<file path="config.mk">
export PLATFORM = sky130hd
export DESIGN_NAME = uart_prog_loader_flat
export DESIGN_NICKNAME = d
export VERILOG_FILES = /design/src/rtl/uart_prog_loader_pkg.sv /design/src/rtl/uart_prog_loader_if.sv /design/src/rtl/uart_prog_loader_rx.sv /design/src/rtl/uart_prog_loader.sv /design/src/flat_wrapper.sv
export SDC_FILE = /design/constraint.sdc
export NUM_CORES = 1
export LEC_CHECK = 0
export CELL_PAD_IN_SITES_DETAIL_PLACEMENT = 0
export CELL_PAD_IN_SITES_GLOBAL_PLACEMENT = 2
export CORE_MARGIN = 2
export CORE_UTILIZATION = 25
export CTS_BUF_LIST = sky130_fd_sc_hd__clkbuf_8
export CTS_CLUSTER_DIAMETER = 30
export DETAILED_ROUTE_END_ITERATION = 10
export GPL_ROUTABILITY_DRIVEN = 0
export PLACE_DENSITY_LB_ADDON = 0.1
export REMOVE_ABC_BUFFERS = 1
export SETUP_SLACK_MARGIN = 0.5
export SYNTH_ARGS = -nofsm -noshare
export SYNTH_HDL_FRONTEND = slang
export SYNTH_SLANG_ARGS = --single-unit
</file>
<file path="constraint.sdc">
create_clock -name i_clk -period 2.91 [get_ports i_clk]
set_input_delay 0.291 -clock i_clk [delete_from_list [all_inputs] [get_ports i_clk]]
set_output_delay 0.291 -clock i_clk [all_outputs]
set_load 0.005 [all_outputs]
</file>
<file path="src/rtl/uart_prog_loader_pkg.sv">
// Shared types and constants for the UART program loader.
package uart_prog_loader_pkg;

    // Instruction word width, same as the CPU register width
    localparam int unsigned WORD_W           = 32;
    localparam int unsigned DEF_CLKS_PER_BIT = 868;

    typedef enum logic [1:0] {
        ST_IDLE  = 2'd0,
        ST_LOAD  = 2'd1,
        ST_FLUSH = 2'd2,
        ST_DONE  = 2'd3
    } load_state_t;

    typedef enum logic [1:0] {
        RX_IDLE  = 2'd0,
        RX_START = 2'd1,
        RX_DATA  = 2'd2,
        RX_STOP  = 2'd3
    } rx_state_t;

endpackage

</file>
<file path="src/rtl/uart_prog_loader_if.sv">
// Instruction-memory write port driven by the loader.
interface uart_prog_loader_if #(
    parameter int unsigned ADDR_W = 14
);
    import uart_prog_loader_pkg::*;

    logic              we;
    logic [ADDR_W-1:0] addr;
    logic [WORD_W-1:0] wdata;

    modport master (output we, addr, wdata);
    modport slave  (input  we, addr, wdata);
endinterface

</file>
<file path="src/rtl/uart_prog_loader_rx.sv">
// 8N1 UART receiver: 2-flop synchroniser, mid-bit sampling, glitch reject.
module uart_prog_loader_rx
    import uart_prog_loader_pkg::*;
#(
    parameter int unsigned CLKS_PER_BIT = DEF_CLKS_PER_BIT
) (
    input  logic       i_clk,
    input  logic       i_rst,
    input  logic       i_rx,
    output logic       o_byte_valid,
    output logic [7:0] o_byte_data,
    output logic       o_frame_err_pulse
);
    localparam int unsigned CNT_W = $clog2(CLKS_PER_BIT);
    localparam int unsigned HALF  = CLKS_PER_BIT / 2;

    logic             r_rx_meta;
    logic             r_rx_sync;
    logic             r_rx_prev;
    rx_state_t        r_state;
    logic [CNT_W-1:0] r_cnt;
    logic [2:0]       r_bit;
    logic [7:0]       r_shift;

    // Synchronise the asynchronous line; keep one extra stage for edge detect
    always_ff @(posedge i_clk) begin
        if (i_rst) begin
            r_rx_meta <= 1'b1;
            r_rx_sync <= 1'b1;
            r_rx_prev <= 1'b1;
        end else begin
            r_rx_meta <= i_rx;
            r_rx_sync <= r_rx_meta;
            r_rx_prev <= r_rx_sync;
        end
    end

    // Frame FSM: start check at half bit, then one sample per bit time
    always_ff @(posedge i_clk) begin
        if (i_rst) begin
            r_state           <= RX_IDLE;
            r_cnt             <= '0;
            r_bit             <= '0;
            r_shift           <= '0;
            o_byte_valid      <= 1'b0;
            o_byte_data       <= '0;
            o_frame_err_pulse <= 1'b0;
        end else begin
            o_byte_valid      <= 1'b0;
            o_frame_err_pulse <= 1'b0;
            case (r_state)
                RX_IDLE: begin
                    if (r_rx_prev && !r_rx_sync) begin
                        r_state <= RX_START;
                        r_cnt   <= '0;
                    end
                end
                RX_START: begin
                    if (r_cnt == CNT_W'(HALF - 1)) begin
                        r_cnt   <= '0;
                        r_bit   <= '0;
                        r_state <= r_rx_sync ? RX_IDLE : RX_DATA;
                    end else begin
                        r_cnt <= r_cnt + 1'b1;
                    end
                end
                RX_DATA: begin
                    if (r_cnt == CNT_W'(CLKS_PER_BIT - 1)) begin
                        r_cnt   <= '0;
                        r_shift <= {r_rx_sync, r_shift[7:1]};
                        r_bit   <= r_bit + 1'b1;
                        if (r_bit == 3'd7) begin
                            r_state <= RX_STOP;
                        end
                    end else begin
                        r_cnt <= r_cnt + 1'b1;
                    end
                end
                RX_STOP: begin
                    if (r_cnt == CNT_W'(CLKS_PER_BIT - 1)) begin
                        r_cnt   <= '0;
                        r_state <= RX_IDLE;
                        if (r_rx_sync) begin
                            o_byte_valid <= 1'b1;
                            o_byte_data  <= r_shift;
                        end else begin
                            o_frame_err_pulse <= 1'b1;
                        end
                    end else begin
                        r_cnt <= r_cnt + 1'b1;
                    end
                end
                default: r_state <= RX_IDLE;
            endcase
        end
    end

endmodule

</file>
<file path="src/rtl/uart_prog_loader.sv">
// Boot loader: UART bytes -> little-endian words -> sequential imem writes.
module uart_prog_loader
    import uart_prog_loader_pkg::*;
#(
    parameter int unsigned CLKS_PER_BIT = DEF_CLKS_PER_BIT,
    parameter int unsigned ADDR_W       = 14,
    parameter int unsigned TIMEOUT      = 100000
) (
    input  logic               i_clk,
    input  logic               i_rst,
    input  logic               i_rx,
    input  logic               i_prog_en,
    output logic               o_cpu_hold,
    uart_prog_loader_if.master m_imem,
    output logic [ADDR_W:0]    o_word_count,
    output logic               o_load_done,
    output logic               o_frame_err
);
    localparam int unsigned       IDLE_W    = $clog2(TIMEOUT + 1);
    localparam logic [ADDR_W-1:0] LAST_ADDR = '1;

    logic              w_byte_valid;
    logic [7:0]        w_byte_data;
    logic              w_frame_err_pulse;
    logic              w_counting;
    logic              w_timeout;

    load_state_t       r_state;
    logic [ADDR_W-1:0] r_addr;
    logic [1:0]        r_byte_idx;
    logic [WORD_W-1:0] r_word;
    logic [IDLE_W-1:0] r_idle_cnt;

    uart_prog_loader_rx #(
        .CLKS_PER_BIT (CLKS_PER_BIT)
    ) u_uart_rx (
        .i_clk             (i_clk),
        .i_rst             (i_rst),
        .i_rx              (i_rx),
        .o_byte_valid      (w_byte_valid),
        .o_byte_data       (w_byte_data),
        .o_frame_err_pulse (w_frame_err_pulse)
    );

    // Timeout only runs once something has been received
    assign w_counting = (o_word_count != '0) || (r_byte_idx != '0);
    assign w_timeout  = w_counting && (r_idle_cnt == IDLE_W'(TIMEOUT - 1));

    // Loader FSM, byte assembler, address counter and idle timeout
    always_ff @(posedge i_clk) begin
        if (i_rst) begin
            r_state       <= ST_IDLE;
            r_addr        <= '0;
            r_byte_idx    <= '0;
            r_word        <= '0;
            r_idle_cnt    <= '0;
            o_cpu_hold    <= 1'b0;
            m_imem.we     <= 1'b0;
            m_imem.addr   <= '0;
            m_imem.wdata  <= '0;
            o_word_count  <= '0;
            o_load_done   <= 1'b0;
            o_frame_err   <= 1'b0;
        end else begin
            m_imem.we <= 1'b0;
            case (r_state)
                ST_IDLE: begin
                    if (i_prog_en) begin
                        r_state      <= ST_LOAD;
                        r_addr       <= '0;
                        r_byte_idx   <= '0;
                        r_word       <= '0;
                        r_idle_cnt   <= '0;
                        o_word_count <= '0;
                        o_frame_err  <= 1'b0;
                        o_cpu_hold   <= 1'b1;
                    end
                end
                ST_LOAD: begin
                    if (!i_prog_en) begin
                        r_state    <= ST_IDLE;
                        o_cpu_hold <= 1'b0;
                    end else if (w_byte_valid) begin
                        r_idle_cnt <= '0;
                        if (r_byte_idx == 2'd3) begin
                            m_imem.we    <= 1'b1;
                            m_imem.addr  <= r_addr;
                            m_imem.wdata <= {w_byte_data, r_word[23:0]};
                            r_word       <= '0;
                            r_byte_idx   <= '0;
                            r_addr       <= r_addr + 1'b1;
                            o_word_count <= o_word_count + 1'b1;
                            if (r_addr == LAST_ADDR) begin
                                r_state     <= ST_DONE;
                                o_cpu_hold  <= 1'b0;
                                o_load_done <= 1'b1;
                            end
                        end else begin
                            r_word[{r_byte_idx, 3'b000} +: 8] <= w_byte_data;
                            r_byte_idx <= r_byte_idx + 1'b1;
                        end
                    end else if (w_timeout) begin
                        r_idle_cnt <= '0;
                        if (r_byte_idx != '0) begin
                            r_state <= ST_FLUSH;
                        end else begin
                            r_state     <= ST_DONE;
                            o_cpu_hold  <= 1'b0;
                            o_load_done <= 1'b1;
                        end
                    end else if (w_counting) begin
                        r_idle_cnt <= r_idle_cnt + 1'b1;
                    end
                end
                ST_FLUSH: begin
                    // Unreceived upper lanes are already zero
                    m_imem.we    <= 1'b1;
                    m_imem.addr  <= r_addr;
                    m_imem.wdata <= r_word;
                    r_word       <= '0;
                    r_byte_idx   <= '0;
                    r_addr       <= r_addr + 1'b1;
                    o_word_count <= o_word_count + 1'b1;
                    r_state      <= ST_DONE;
                    o_cpu_hold   <= 1'b0;
                    o_load_done  <= 1'b1;
                end
                ST_DONE: begin
                    if (!i_prog_en) begin
                        r_state     <= ST_IDLE;
                        o_load_done <= 1'b0;
                    end
                end
                default: r_state <= ST_IDLE;
            endcase
            // A bad stop bit is never lost, even on the LOAD entry cycle
            if (w_frame_err_pulse) begin
                o_frame_err <= 1'b1;
            end
        end
    end

endmodule

</file>
<file path="src/flat_wrapper.sv">
// flat-port wrapper written by rule: the top's interface ports become plain ports
module uart_prog_loader_flat import uart_prog_loader_pkg::*;
#(
    parameter int unsigned CLKS_PER_BIT = DEF_CLKS_PER_BIT,
    parameter int unsigned ADDR_W       = 14,
    parameter int unsigned TIMEOUT      = 100000
)
  (i_clk, i_rst, i_rx, i_prog_en, o_cpu_hold, o_word_count, o_load_done, o_frame_err, m_imem_we, m_imem_addr, m_imem_wdata);
  uart_prog_loader_if #(.ADDR_W(ADDR_W)) m_imem_i ();
  input  logic i_clk;
  input  logic i_rst;
  input  logic i_rx;
  input  logic i_prog_en;
  output logic o_cpu_hold;
  output logic [ADDR_W:0] o_word_count;
  output logic o_load_done;
  output logic o_frame_err;
  output wire logic [$bits(m_imem_i.we)-1:0] m_imem_we;
  output wire logic [$bits(m_imem_i.addr)-1:0] m_imem_addr;
  output wire logic [$bits(m_imem_i.wdata)-1:0] m_imem_wdata;
  assign m_imem_we = m_imem_i.we;
  assign m_imem_addr = m_imem_i.addr;
  assign m_imem_wdata = m_imem_i.wdata;
  uart_prog_loader #(.CLKS_PER_BIT(CLKS_PER_BIT), .ADDR_W(ADDR_W), .TIMEOUT(TIMEOUT)) u_core (.i_clk(i_clk), .i_rst(i_rst), .i_rx(i_rx), .i_prog_en(i_prog_en), .o_cpu_hold(o_cpu_hold), .m_imem(m_imem_i), .o_word_count(o_word_count), .o_load_done(o_load_done), .o_frame_err(o_frame_err));
endmodule
</file>
==> impl_metrics.xml <==
<?xml version="1.0" encoding="UTF-8"?>
<metrics>
  <group name="detailed_routing">
    <metric name="post-route-drc-count" unit="">0</metric>
    <metric name="drt_iter0_markers" unit="">285</metric>
    <metric name="route.antenna.remaining_nets" unit="">0</metric>
    <metric name="dr_pass1_iterations" unit="">4</metric>
    <metric name="drt-wirelength-per-cell" unit="um">14.8</metric>
    <metric name="route.detailed.vias_per_inst" unit="">4.70</metric>
    <metric name="vias" unit="">6136</metric>
    <metric name="drt_wl_total" unit="um">19400</metric>
  </group>
  <group name="die">
    <metric name="num_rows" unit="">62</metric>
    <metric name="core_box_area" unit="mm2">0.0287</metric>
    <metric name="dieHeight" unit="um">175</metric>
    <metric name="design.die.area" unit="mm2">0.0305</metric>
    <metric name="floorplan.io_pins" unit="">69</metric>
    <metric name="die_w" unit="um">175</metric>
    <metric name="start_util" unit="">0.254</metric>
  </group>
  <group name="final_layout">
    <metric name="finish.cell_count_without_fillers" unit="">1306</metric>
    <metric name="diodes" unit="">0</metric>
    <metric name="fillerInstances" unit="">3057</metric>
    <metric name="total_nets_final" unit="">932</metric>
    <metric name="share_of_cells_above_drive_strength_1" unit="">0.0998</metric>
    <metric name="areaGrowthSynthToFinish" unit="%">21.2</metric>
  </group>
  <group name="power">
    <metric name="power.total" unit="mW">5.72</metric>
    <metric name="cellLeakagePower" unit="nW">2.92</metric>
    <metric name="power_switching_share" unit="">0.366</metric>
    <metric name="switching_power" unit="mW">2.09</metric>
    <metric name="internal_power" unit="mW">3.62</metric>
    <metric name="clk_pwr_share" unit="">0.289</metric>
    <metric name="power.combinational.fraction" unit="">0.277</metric>
    <metric name="peakVddDrop" unit="V">0.000264</metric>
    <metric name="power_density_normalized_to_cell_area" unit="mW/mm2">647</metric>
    <metric name="part_of_the_power_in_registers" unit="">0.434</metric>
  </group>
  <group name="critical_path">
    <metric name="worst-endpoint-required" unit="ps">3260</metric>
    <metric name="slowest_stage" unit="">sky130_fd_sc_hd__nor4_4</metric>
    <metric name="critical_path_cell_count" unit="">7</metric>
    <metric name="timing.critical_path.arrival" unit="ps">2630</metric>
    <metric name="crit_path_max_incr_delay" unit="ps">450</metric>
    <metric name="critical_path.top_delay_family" unit="">simple AND/OR/NAND/NOR gates</metric>
    <metric name="timing.critical_path.cells" unit="">inv_1 -&gt; ha_1 -&gt; or2b_2 -&gt; nor4_4 -&gt; a21oi_1 -&gt; a2bb2oi_1 -&gt; mux2_2</metric>
    <metric name="setup.worst_path.class" unit="">register to register</metric>
    <metric name="r2r.worst_path.cells" unit="">7</metric>
    <metric name="critical_path.n_buffers_inverters" unit="">1</metric>
    <metric name="setup.worst_path.start_class" unit="">register</metric>
    <metric name="critPathMaxFanout" unit="">5</metric>
    <metric name="worst_setup_path_end_kind" unit="">register</metric>
  </group>
  <group name="sta">
    <metric name="fin_worst_skew" unit="ps">23.4</metric>
    <metric name="worst-slew-pin-transition" unit="ps">868</metric>
    <metric name="timing_hold_violations_final" unit="">0</metric>
    <metric name="max_freq" unit="GHz">0.438</metric>
    <metric name="timing.final.crit_share" unit="">0.784</metric>
    <metric name="grt_setup_unrepaired" unit="">false</metric>
    <metric name="setup-tns-final" unit="ps">0</metric>
    <metric name="min_period" unit="ps">2280</metric>
    <metric name="setup_viol_count_final" unit="">0</metric>
    <metric name="report.final.slew_viol_count" unit="">0</metric>
    <metric name="timing.slew.headroom" unit="">0.422</metric>
  </group>
  <group name="grt">
    <metric name="overflow" unit="">0</metric>
    <metric name="met2_capacity_usage_during_global_routing" unit="">0.203</metric>
    <metric name="groute.layer.met3.usage" unit="">0.0242</metric>
    <metric name="pin_count_of_the_biggest_net_entering_global_routing" unit="">82</metric>
    <metric name="grt_util_all_layers" unit="">0.130</metric>
    <metric name="grt_pass1_wl" unit="um">31900</metric>
    <metric name="globalRoute.busiestLayer" unit="">met2</metric>
    <metric name="antenna_found_initial" unit="">0</metric>
    <metric name="grt_use_met1" unit="">0.182</metric>
    <metric name="via_count_of_the_first_global_routing_pass" unit="">5958</metric>
  </group>
  <group name="cts">
    <metric name="clk_pin_slew_worst_paths" unit="ps">100</metric>
    <metric name="cts_hold_repair.buffers" unit="">0</metric>
    <metric name="cts_max_level" unit="">4</metric>
    <metric name="cts_made_buffers" unit="">17</metric>
    <metric name="max-clock-path-buffers" unit="">2</metric>
    <metric name="clock_latency" unit="ps">460</metric>
    <metric name="clock-root-buffer" unit="">sky130_fd_sc_hd__clkbuf_8</metric>
    <metric name="tritoncts" unit="">done</metric>
    <metric name="clock_sink_count" unit="">168</metric>
  </group>
  <group name="synthesis">
    <metric name="synth-async-reset-ratio" unit="">0</metric>
    <metric name="synth.cell_area" unit="mm2">0.00728</metric>
    <metric name="synthesis.yosys.warnings" unit="">0</metric>
    <metric name="share_of_the_yosys_chip_area_belonging_to_registers" unit="">0.462</metric>
    <metric name="postSynthCellCount" unit="">849</metric>
    <metric name="ys_ff_latch" unit="">168</metric>
    <metric name="synth.area.top_cells" unit="">sky130_fd_sc_hd__dfxtp_1, sky130_fd_sc_hd__nand2_1, sky130_fd_sc_hd__a21oi_1</metric>
    <metric name="postSynth.topFlopCell" unit="">sky130_fd_sc_hd__dfxtp_1</metric>
    <metric name="synth.lib_cells_used.distinct" unit="">69</metric>
    <metric name="number_of_synthesized_flops_with_an_enable_pin" unit="">0</metric>
    <metric name="syn_area_per_cell" unit="um2">8.58</metric>
    <metric name="synth_top_area_share" unit="">0.462</metric>
    <metric name="yosys.area.top_type" unit="">sky130_fd_sc_hd__dfxtp_1</metric>
  </group>
  <group name="placed_design">
    <metric name="detailedPlacementHpwl" unit="um">13300</metric>
    <metric name="placement.io_buffers" unit="">68</metric>
    <metric name="post-place-cells" unit="">1270</metric>
  </group>
  <group name="status">
    <metric name="outcome" unit="">completed</metric>
  </group>
  <group name="run">
    <metric name="number_of_maximum_capacitance_violations" unit="">0</metric>
  </group>
  <group name="worst_hold_path">
    <metric name="hold_path_class" unit="">input pin to register</metric>
    <metric name="timing.hold.worst_path_depth" unit="">2</metric>
  </group>
</metrics>
final cells by class:
class	instances	area, um2	area share
tap	384	480	0.0544
multi-input combinational	612	3670	0.416
clock inverter	13	124	0.0140
timing repair buffer	88	853	0.0966
clock buffer	18	248	0.0281
inverter	23	86.3	0.00978
sequential	168	3370	0.381
timing repair:
item                       in CTS  in global routing
buffers inserted                0                  5
pin swaps                       0                  5
gates resized for setup         3                  6
setup endpoints to repair      24                 77
gates cloned                    0                  0
synth_stat cells, types with 4 or more instances:
| cell type | count |
|---|---|
| sky130_fd_sc_hd__dfxtp_1 | 168 |
| sky130_fd_sc_hd__nor4_1 | 11 |
| sky130_fd_sc_hd__nand4_1 | 18 |
| sky130_fd_sc_hd__clkbuf_1 | 39 |
| sky130_fd_sc_hd__a21oi_2 | 5 |
| sky130_fd_sc_hd__nor3_1 | 15 |
| sky130_fd_sc_hd__a21oi_1 | 92 |
| sky130_fd_sc_hd__xnor2_1 | 16 |
| sky130_fd_sc_hd__o31ai_1 | 8 |
| sky130_fd_sc_hd__nor2_1 | 61 |
| sky130_fd_sc_hd__and4_1 | 5 |
| sky130_fd_sc_hd__mux2i_1 | 29 |
| sky130_fd_sc_hd__xor2_1 | 7 |
| sky130_fd_sc_hd__a211oi_1 | 14 |
| sky130_fd_sc_hd__or3_1 | 22 |
| sky130_fd_sc_hd__and2_1 | 11 |
| sky130_fd_sc_hd__and3_1 | 5 |
| sky130_fd_sc_hd__nor2_2 | 5 |
| sky130_fd_sc_hd__nand3_1 | 46 |
| sky130_fd_sc_hd__a211o_1 | 4 |
| sky130_fd_sc_hd__nand2b_1 | 4 |
| sky130_fd_sc_hd__or2_2 | 4 |
| sky130_fd_sc_hd__nand2_1 | 134 |
| sky130_fd_sc_hd__or4_2 | 5 |
| sky130_fd_sc_hd__ha_1 | 18 |
| sky130_fd_sc_hd__o21ai_0 | 20 |
| sky130_fd_sc_hd__or4_1 | 4 |
| sky130_fd_sc_hd__inv_1 | 22 |
placed cells by master (no fill, tap or decap), types with 4 or more instances in the layout:
master                              n
sky130_fd_sc_hd__mux2i_1           29
sky130_fd_sc_hd__clkbuf_8          18
sky130_fd_sc_hd__or3_1             22
sky130_fd_sc_hd__inv_1             23
sky130_fd_sc_hd__and2_1            10
sky130_fd_sc_hd__nand2_1          134
sky130_fd_sc_hd__and4_1             5
sky130_fd_sc_hd__or4_1              4
sky130_fd_sc_hd__nor2_1            60
sky130_fd_sc_hd__nor4_1            10
sky130_fd_sc_hd__o21ai_0           20
sky130_fd_sc_hd__dfxtp_1          166
sky130_fd_sc_hd__nand3_1           46
sky130_fd_sc_hd__or2_2              4
sky130_fd_sc_hd__nand4_1           18
sky130_fd_sc_hd__nand2b_1           4
sky130_fd_sc_hd__nor2_2             6
sky130_fd_sc_hd__clkdlybuf4s50_1   67
sky130_fd_sc_hd__o31ai_1            8
sky130_fd_sc_hd__nor3_1            12
sky130_fd_sc_hd__a21oi_2            5
sky130_fd_sc_hd__a21oi_1           92
sky130_fd_sc_hd__a211o_1            4
sky130_fd_sc_hd__buf_4             19
sky130_fd_sc_hd__and3_1             5
sky130_fd_sc_hd__xor2_1             7
sky130_fd_sc_hd__a211oi_1          14
sky130_fd_sc_hd__ha_1              18
sky130_fd_sc_hd__or4_2              5
sky130_fd_sc_hd__clkinvlp_4         4
sky130_fd_sc_hd__xnor2_1           16
state kept, by name (all words and copies together) (netlist names), 2 cells and up, named ones only:
register,count
u_core.u_uart_rx.r_shift,8
u_core.u_uart_rx.r_cnt,10
u_core.r_word,32
u_core.u_uart_rx.r_bit,3
u_core.m_imem.wdata,32
u_core.r_idle_cnt,17
u_core.u_uart_rx.o_byte_data,8
u_core.m_imem.addr,14
u_core.r_byte_idx,2
u_core.o_word_count,15
u_core.r_addr,14
kinds of logic after synthesis:
family | count (synthesis) | share of synthesized area
adder cells (fa/ha/maj) | 18 | 0.0309
XOR/XNOR | 23 | 0.0277
multiplexers | 30 | 0.0414
buffers and inverters | 69 | 0.0395
AO/OA/AOI/OAI | 170 | 0.144
AND/OR/NAND/NOR | 371 | 0.255
flip-flops | 168 | 0.462
power by group through the flow:
stage | logic, mW | registers [mW] | clock network [mW]
4_1_cts | 1.59 | 2.48 | 1.73
6_report | 1.58 | 2.48 | 1.65
3_5_place_dp | 1.56 | 2.54 | 0
5_1_grt | 1.79 | 2.50 | 1.81
3_3_place_gp | 1.54 | 2.53 | 0
2_1_floorplan | 0.909 | 2.51 | 0
stage by stage:
step	util	cell area [um2]	setup slack [ps]	hold slack (ps)
after global routing	0.308	8830	509	365
after floorplan	-	7080	367	360
after CTS	0.305	8750	513	354
final	0.308	8830	627	393
after detailed placement	0.292	8370	370	395
after global placement	0.292	8370	480	398
worst paths after layout:
| check | start | endpoint | slack [ps] |
|---|---|---|---|
| min | i_rx | u_core.u_uart_rx.r_rx_meta | 390 |
| max | register | u_core.o_cpu_hold | 630 |
| max reg2reg | register | u_core.o_cpu_hold | 630 |
| min reg2reg | u_core.u_uart_rx.r_rx_meta | u_core.u_uart_rx.r_rx_sync | 420 |
per-layer routing:
metal  vias up  routed length (um)
met5         -                   0
met4         0                 253
met3        16                 534
met2        92                8580
met1      2914               10000
li1       3114                   -
No activity file was read; power rests on OpenSTA's default activity.
